$ cat src/rtl/captura_pkg.sv
// rtl/captura_pkg.sv - capture FSM encoding, output mode codes and RGB565 to 8-bit conversion
package captura_pkg;

  typedef enum logic [1:0] {
    ST_WAIT_VS_HIGH = 2'd0,
    ST_WAIT_VS_LOW  = 2'd1,
    ST_ROW_WAIT     = 2'd2,
    ST_ROW_CAPTURE  = 2'd3
  } state_e;

  localparam logic [1:0] MODE_RGB332 = 2'd0;
  localparam logic [1:0] MODE_GRAY8  = 2'd1;
  localparam logic [1:0] MODE_RAW_HI = 2'd2;

  // Gray weights R and B at 8x against the 6-bit G so a white pixel saturates to 0xFF.
  function automatic logic [7:0] rgb565_to_8(input logic [1:0] mode, input logic [15:0] pix);
    logic [4:0] r;
    logic [5:0] g;
    logic [4:0] b;
    logic [9:0] sum;
    logic [9:0] half;
    logic [7:0] res;
    r    = pix[15:11];
    g    = pix[10:5];
    b    = pix[4:0];
    sum  = {2'b00, r, 3'b000} + {4'b0000, g} + {2'b00, b, 3'b000};
    half = sum >> 1;
    case (mode)
      MODE_GRAY8:  res = (half > 10'd255) ? 8'hFF : half[7:0];
      MODE_RAW_HI: res = pix[15:8];
      default:     res = {r[4:2], g[5:3], b[4:3]};
    endcase
    return res;
  endfunction

endpackage

$ cat src/rtl/pixel_format_conv.sv
// rtl/pixel_format_conv.sv - combinational RGB565 pixel to 8-bit output format
module pixel_format_conv
  import captura_pkg::*;
(
  input  logic [1:0]  mode_i,
  input  logic [15:0] pixel_i,
  output logic [7:0]  data_o
);

  assign data_o = rgb565_to_8(mode_i, pixel_i);

endmodule

$ cat src/rtl/captura_datos_param.sv
// rtl/captura_datos_param.sv - camera frame capture with decimation into a dual-port RAM
module captura_datos_param
  import captura_pkg::*;
#(
  parameter int IMG_W    = 160,
  parameter int IMG_H    = 120,
  parameter int DEC_LOG2 = 2,
  parameter int ADDR_W   = 15
) (
  input  logic              pclk,
  input  logic              rst,
  input  logic              vsync,
  input  logic              href,
  input  logic [7:0]        data,
  input  logic              enable,
  input  logic [1:0]        mode,
  output logic [ADDR_W-1:0] DP_RAM_addr_out,
  output logic [7:0]        DP_RAM_data_out,
  output logic              DP_RAM_regW,
  output logic              frame_done,
  output logic              overflow
);

  localparam int CNT_W = 16;
  localparam logic [CNT_W-1:0] DEC_MASK = CNT_W'((1 << DEC_LOG2) - 1);
  localparam logic [CNT_W-1:0] IMG_W_C  = CNT_W'(IMG_W);
  localparam logic [CNT_W-1:0] IMG_H_C  = CNT_W'(IMG_H);
  localparam logic [ADDR_W-1:0] ROW_STEP = ADDR_W'(IMG_W);

  if (IMG_W * IMG_H > (2 ** ADDR_W)) begin : g_size_check
    $error("captura_datos_param: IMG_W*IMG_H does not fit in ADDR_W address bits");
  end

  state_e            state_q, state_d;
  logic [1:0]        mode_q, mode_d;
  logic              phase_q, phase_d;
  logic [7:0]        hi_q, hi_d;
  logic [CNT_W-1:0]  src_col_q, src_col_d;
  logic [CNT_W-1:0]  src_row_q, src_row_d;
  logic [ADDR_W-1:0] row_base_q, row_base_d;
  logic              wrote_any_q, wrote_any_d;
  logic [ADDR_W-1:0] addr_q, addr_d;
  logic [7:0]        wdata_q, wdata_d;
  logic              regw_q, regw_d;
  logic              done_q, done_d;
  logic              ovf_q, ovf_d;

  logic [7:0]        conv_data;
  logic [CNT_W-1:0]  out_col;
  logic [CNT_W-1:0]  out_row;
  logic              row_kept;
  logic              col_kept;

  pixel_format_conv u_conv (
    .mode_i  (mode_q),
    .pixel_i ({hi_q, data}),
    .data_o  (conv_data)
  );

  assign out_col  = src_col_q >> DEC_LOG2;
  assign out_row  = src_row_q >> DEC_LOG2;
  assign row_kept = (src_row_q & DEC_MASK) == '0;
  assign col_kept = (src_col_q & DEC_MASK) == '0;

  always_comb begin
    state_d     = state_q;
    mode_d      = mode_q;
    phase_d     = phase_q;
    hi_d        = hi_q;
    src_col_d   = src_col_q;
    src_row_d   = src_row_q;
    row_base_d  = row_base_q;
    wrote_any_d = wrote_any_q;
    addr_d      = addr_q;
    wdata_d     = wdata_q;
    ovf_d       = ovf_q;
    regw_d      = 1'b0;
    done_d      = 1'b0;

    case (state_q)
      ST_WAIT_VS_HIGH: begin
        if (vsync) state_d = ST_WAIT_VS_LOW;
      end

      ST_WAIT_VS_LOW: begin
        if (!vsync && enable) begin
          state_d     = ST_ROW_WAIT;
          mode_d      = mode;
          phase_d     = 1'b0;
          src_col_d   = '0;
          src_row_d   = '0;
          row_base_d  = '0;
          addr_d      = '0;
          ovf_d       = 1'b0;
          wrote_any_d = 1'b0;
        end
      end

      ST_ROW_WAIT: begin
        if (vsync) begin
          state_d = ST_WAIT_VS_LOW;
          done_d  = wrote_any_q;
        end else if (href) begin
          state_d   = ST_ROW_CAPTURE;
          hi_d      = data;
          phase_d   = 1'b1;
          src_col_d = '0;
        end
      end

      ST_ROW_CAPTURE: begin
        if (vsync) begin
          state_d = ST_WAIT_VS_LOW;
          done_d  = wrote_any_q;
        end else if (!href) begin
          // A kept source row owns one output row of RAM, whether or not it was complete.
          state_d   = ST_ROW_WAIT;
          phase_d   = 1'b0;
          src_row_d = src_row_q + CNT_W'(1);
          if (row_kept) row_base_d = row_base_q + ROW_STEP;
        end else if (!phase_q) begin
          hi_d    = data;
          phase_d = 1'b1;
        end else begin
          phase_d   = 1'b0;
          src_col_d = src_col_q + CNT_W'(1);
          if (row_kept && col_kept) begin
            if (out_row >= IMG_H_C) begin
              ovf_d = 1'b1;
            end else if (out_col < IMG_W_C) begin
              regw_d      = 1'b1;
              addr_d      = row_base_q + ADDR_W'(out_col);
              wdata_d     = conv_data;
              wrote_any_d = 1'b1;
            end
          end
        end
      end

      default: state_d = ST_WAIT_VS_HIGH;
    endcase
  end

  always_ff @(posedge pclk) begin
    if (rst) begin
      state_q     <= ST_WAIT_VS_HIGH;
      mode_q      <= MODE_RGB332;
      phase_q     <= 1'b0;
      hi_q        <= '0;
      src_col_q   <= '0;
      src_row_q   <= '0;
      row_base_q  <= '0;
      wrote_any_q <= 1'b0;
      addr_q      <= '0;
      wdata_q     <= '0;
      regw_q      <= 1'b0;
      done_q      <= 1'b0;
      ovf_q       <= 1'b0;
    end else begin
      state_q     <= state_d;
      mode_q      <= mode_d;
      phase_q     <= phase_d;
      hi_q        <= hi_d;
      src_col_q   <= src_col_d;
      src_row_q   <= src_row_d;
      row_base_q  <= row_base_d;
      wrote_any_q <= wrote_any_d;
      addr_q      <= addr_d;
      wdata_q     <= wdata_d;
      regw_q      <= regw_d;
      done_q      <= done_d;
      ovf_q       <= ovf_d;
    end
  end

  assign DP_RAM_addr_out = addr_q;
  assign DP_RAM_data_out = wdata_q;
  assign DP_RAM_regW     = regw_q;
  assign frame_done      = done_q;
  assign overflow        = ovf_q;

endmodule

$ cat config.mk
export PLATFORM = sky130hd
export DESIGN_NAME = captura_datos_param
export DESIGN_NICKNAME = d
export VERILOG_FILES = /design/src/rtl/captura_pkg.sv /design/src/rtl/pixel_format_conv.sv /design/src/rtl/captura_datos_param.sv
export SDC_FILE = /design/constraint.sdc
export NUM_CORES = 1
export LEC_CHECK = 0
export ABC_AREA = 1
export CORE_ASPECT_RATIO = 0.9
export CORE_MARGIN = 5
export CORE_UTILIZATION = 60
export CTS_CLUSTER_SIZE = 24
export DETAILED_ROUTE_END_ITERATION = 6
export MAX_ROUTING_LAYER = met4
export PLACE_DENSITY = 0.82
export SYNTH_ARGS = -nofsm -noshare
export SYNTH_HDL_FRONTEND = slang
export SYNTH_SLANG_ARGS = --single-unit
$ cat constraint.sdc
create_clock -name pclk -period 6.5 [get_ports pclk]
set_input_delay 0.975 -clock pclk [delete_from_list [all_inputs] [get_ports pclk]]
set_output_delay 0.975 -clock pclk [all_outputs]
set_load 0.005 [all_outputs]
==> metrics.cfg <==
[detailed_routing]
final_antenna_net_count=0
drc_errors=0
drt_iter0_markers=345
wl_met2_um=5730
highest_layer=met4
wl_um=12300
wl_met3_um=707
dr.pass1.iters=5
wl_met1_um=5720
vias_per_cell=5.50
vias=4975
drt-wirelength-per-cell_um=13.7

[global_routing]
grt_pass1_vias=4482
grt_max_degree=33
antenna_found_initial=0
overflow=0
grt_util_all_layers_pct=24.8
grt_pass1_wl_um=20800

[power]
peakVddDrop_uv=135
cellLeakagePower_nw=2.47
powerDensity_nw_per_um2=174

[setup_path]
worstSetupPathType=input pin to register
worstPathMaxFanout=8
cp_data_required_time_ns=6.78
path_common_cell=nand2_1
cp_slowest_cell=clkdlybuf4s50_1
path_cells=clkdlybuf4s50_1 > ha_1 > inv_1 > fa_1 > inv_1 > nand3_1 > nand2_1 > nand2_1 > nand2_1 > nand2_1 > nand3_1 > nand2_1 > a21oi_1
r2r_setup_slack_ns=4.00
cp-start-kind=input pin
cp.arrival_ns=2.96
end_kind=register
slowest_delay_ns=0.48

[synthesis]
yosys.area.top_type=dfxtp_1
synth_warnings=0
synth_top_flop_cell=dfxtp_1
async_flop_share_pct=0
syn-cell-area_um2=5060
synth_top_area_share_pct=32.5
synth_edf_count=0
synth-seq-cells=82
synth-seq-area-share_pct=32.5
ys_types=44
avgSynthCellArea_um2=6.65
syn_inst=761
synthTopCellsByArea=dfxtp_1 32%, nand2_1 16%, inv_1 7.1%, a21oi_1 6.0%, ha_1 5.9%
syn-num-nets=802

[timing]
timing.slew.headroom_pct=51.2
worst_slack_ns=3.82
period_share_pct=41.2
max_freq_mhz=374
setup_tns_ns=0
rsz0062_at_grt=no
post-route-min-period_ns=2.68
worst_pin_slew_ns=0.732
drv_slew=0
timing.hold.ws_ns=0.456
setup_viol=0
final_hold_viol_count=0
finalClockSkew_ns=0.0115

[clock_network]
path_clk_slew_ns=0.09
cts_setup_buffers=0
cts_tree=done
cts_hold_buf=0
cts.sinks=82
cts_inserted_buffers=9
clockRootBuffer=clkbuf_8
clock_path_buffers=2
clock_latency_ns=0.35
cts_resized=0
htree_num_levels=3

[floorplan]
initial_core_util_pct=62.1
fp.dieW_um=107
row_count=31
die_y_um=97.1
core_um2=8150
dieArea_um2=10400
pin_count=41

[job]
cap_violations=0

[cells_and_area]
utilization_pct=70.2
nets=841
drive_gt1_share_pct=7.58
n_antenna_cell=0
area_growth_pct=13.0

[place]
io_buffers=40
place_ws_ns=3.46
hpwl_um=9220
gp_congestion=0.947

[worst_hold_path]
min_path_type=register to register

[outcome]
outcome=complete, no violations

-- final cells by class --
type	count	area [µm²]
clock buffer	13	159
clock inverter	3	46.3
fill	712	2430
inverter	107	408
multi-input combinational	559	2930
sequential	82	1640
tap	99	124
timing repair buffer	41	408
-- sequential cells by signal (all words and copies together), names as in the netlist --
register,count
DP_RAM_data_out,8
frame_done,1
src_col_q,16
phase_q,1
state_q,2
DP_RAM_addr_out,15
mode_q,2
src_row_q,16
hi_q,8
row_base_q,10
wrote_any_q,1
overflow,1
DP_RAM_regW,1
-- layer usage --
layer,global-route usage (%),up-vias
met5,-,-
met4,8.16,0
met3,4.32,24
met2,38.5,170
met1,32.7,2225
li1,-,2556
-- per-stage QoR --
step | power, W | std cells | instance area (µm²)
2_1_floorplan | 0.000595 | 761 | 5060
3_3_place_gp | 0.000619 | 888 | 5510
3_5_place_dp | 0.000622 | 888 | 5510
4_1_cts | 0.00100 | 904 | 5710
5_1_grt | 0.00104 | 904 | 5710
6_report | 0.000993 | 904 | 5710
-- path summary, 6_finish.rpt --
kind                       from  cells after the start                  to
max reg2reg             hi_q[3]                     13  DP_RAM_data_out[7]
min reg2reg  DP_RAM_addr_out[4]                      2  DP_RAM_addr_out[4]
max                     data[0]                     13  DP_RAM_data_out[7]
min          DP_RAM_addr_out[4]                      2  DP_RAM_addr_out[4]
-- cell usage after synthesis, types with 2 or more instances --
library cell / instances
clkbuf_1: 4
buf_6: 3
xnor2_1: 6
o21bai_1: 2
buf_2: 4
o21ai_1: 12
nand2_2: 8
a211oi_1: 5
nor2_2: 6
or2_2: 2
fa_1: 2
nor3_4: 2
nand4_1: 35
inv_4: 2
nor3_1: 18
xor2_1: 5
nor4_1: 2
inv_1: 95
a21oi_1: 61
o21ai_0: 24
ha_1: 24
nand2_4: 4
nor3_2: 2
nand2_1: 209
nand3_2: 4
nor2_1: 78
nand3b_1: 2
dfxtp_1: 82
nor2_4: 2
inv_2: 8
nand3_1: 35
-- cells in the final DEF (no fill, tap or decap), types with 18 or more instances in the layout --
cell type and instances:
nand3_1 35, inv_1 95, dfxtp_1 82, nand4_1 35
nand2_1 209, nor3_1 18, ha_1 24, a21oi_1 61
o21ai_0 24, clkdlybuf4s50_1 40, nor2_1 78
-- cell families (layout without fill, tap and decap cells) --
family                     count (synthesis)  after routing  share of synthesized area (%)
AOI/OAI and AO/OA                        110            110                           11.7
xor gates and xnor gates                  11             11                           1.90
adders and majority gates                 26             26                           6.73
DFF                                       82             82                           32.5
and+or+nand+nor                          412            412                           37.6
buffers and inverters                    120            164                           9.65
-- worst max-delay path: cells and delay by family --
kind	cells	cell delay, ns
compound gates	1	0.14
simple gates	7	0.61
fa+ha+maj	2	0.59
buf+inv	3	0.64
-- where the power goes --
group / switching [W] / internal, W
combinational: 0.0000612 / 0.0000332
sequential: 0.00000871 / 0.000509
clock: 0.000181 / 0.000200
total: 0.000251 / 0.000742
(Power assumes the default switching activity.)
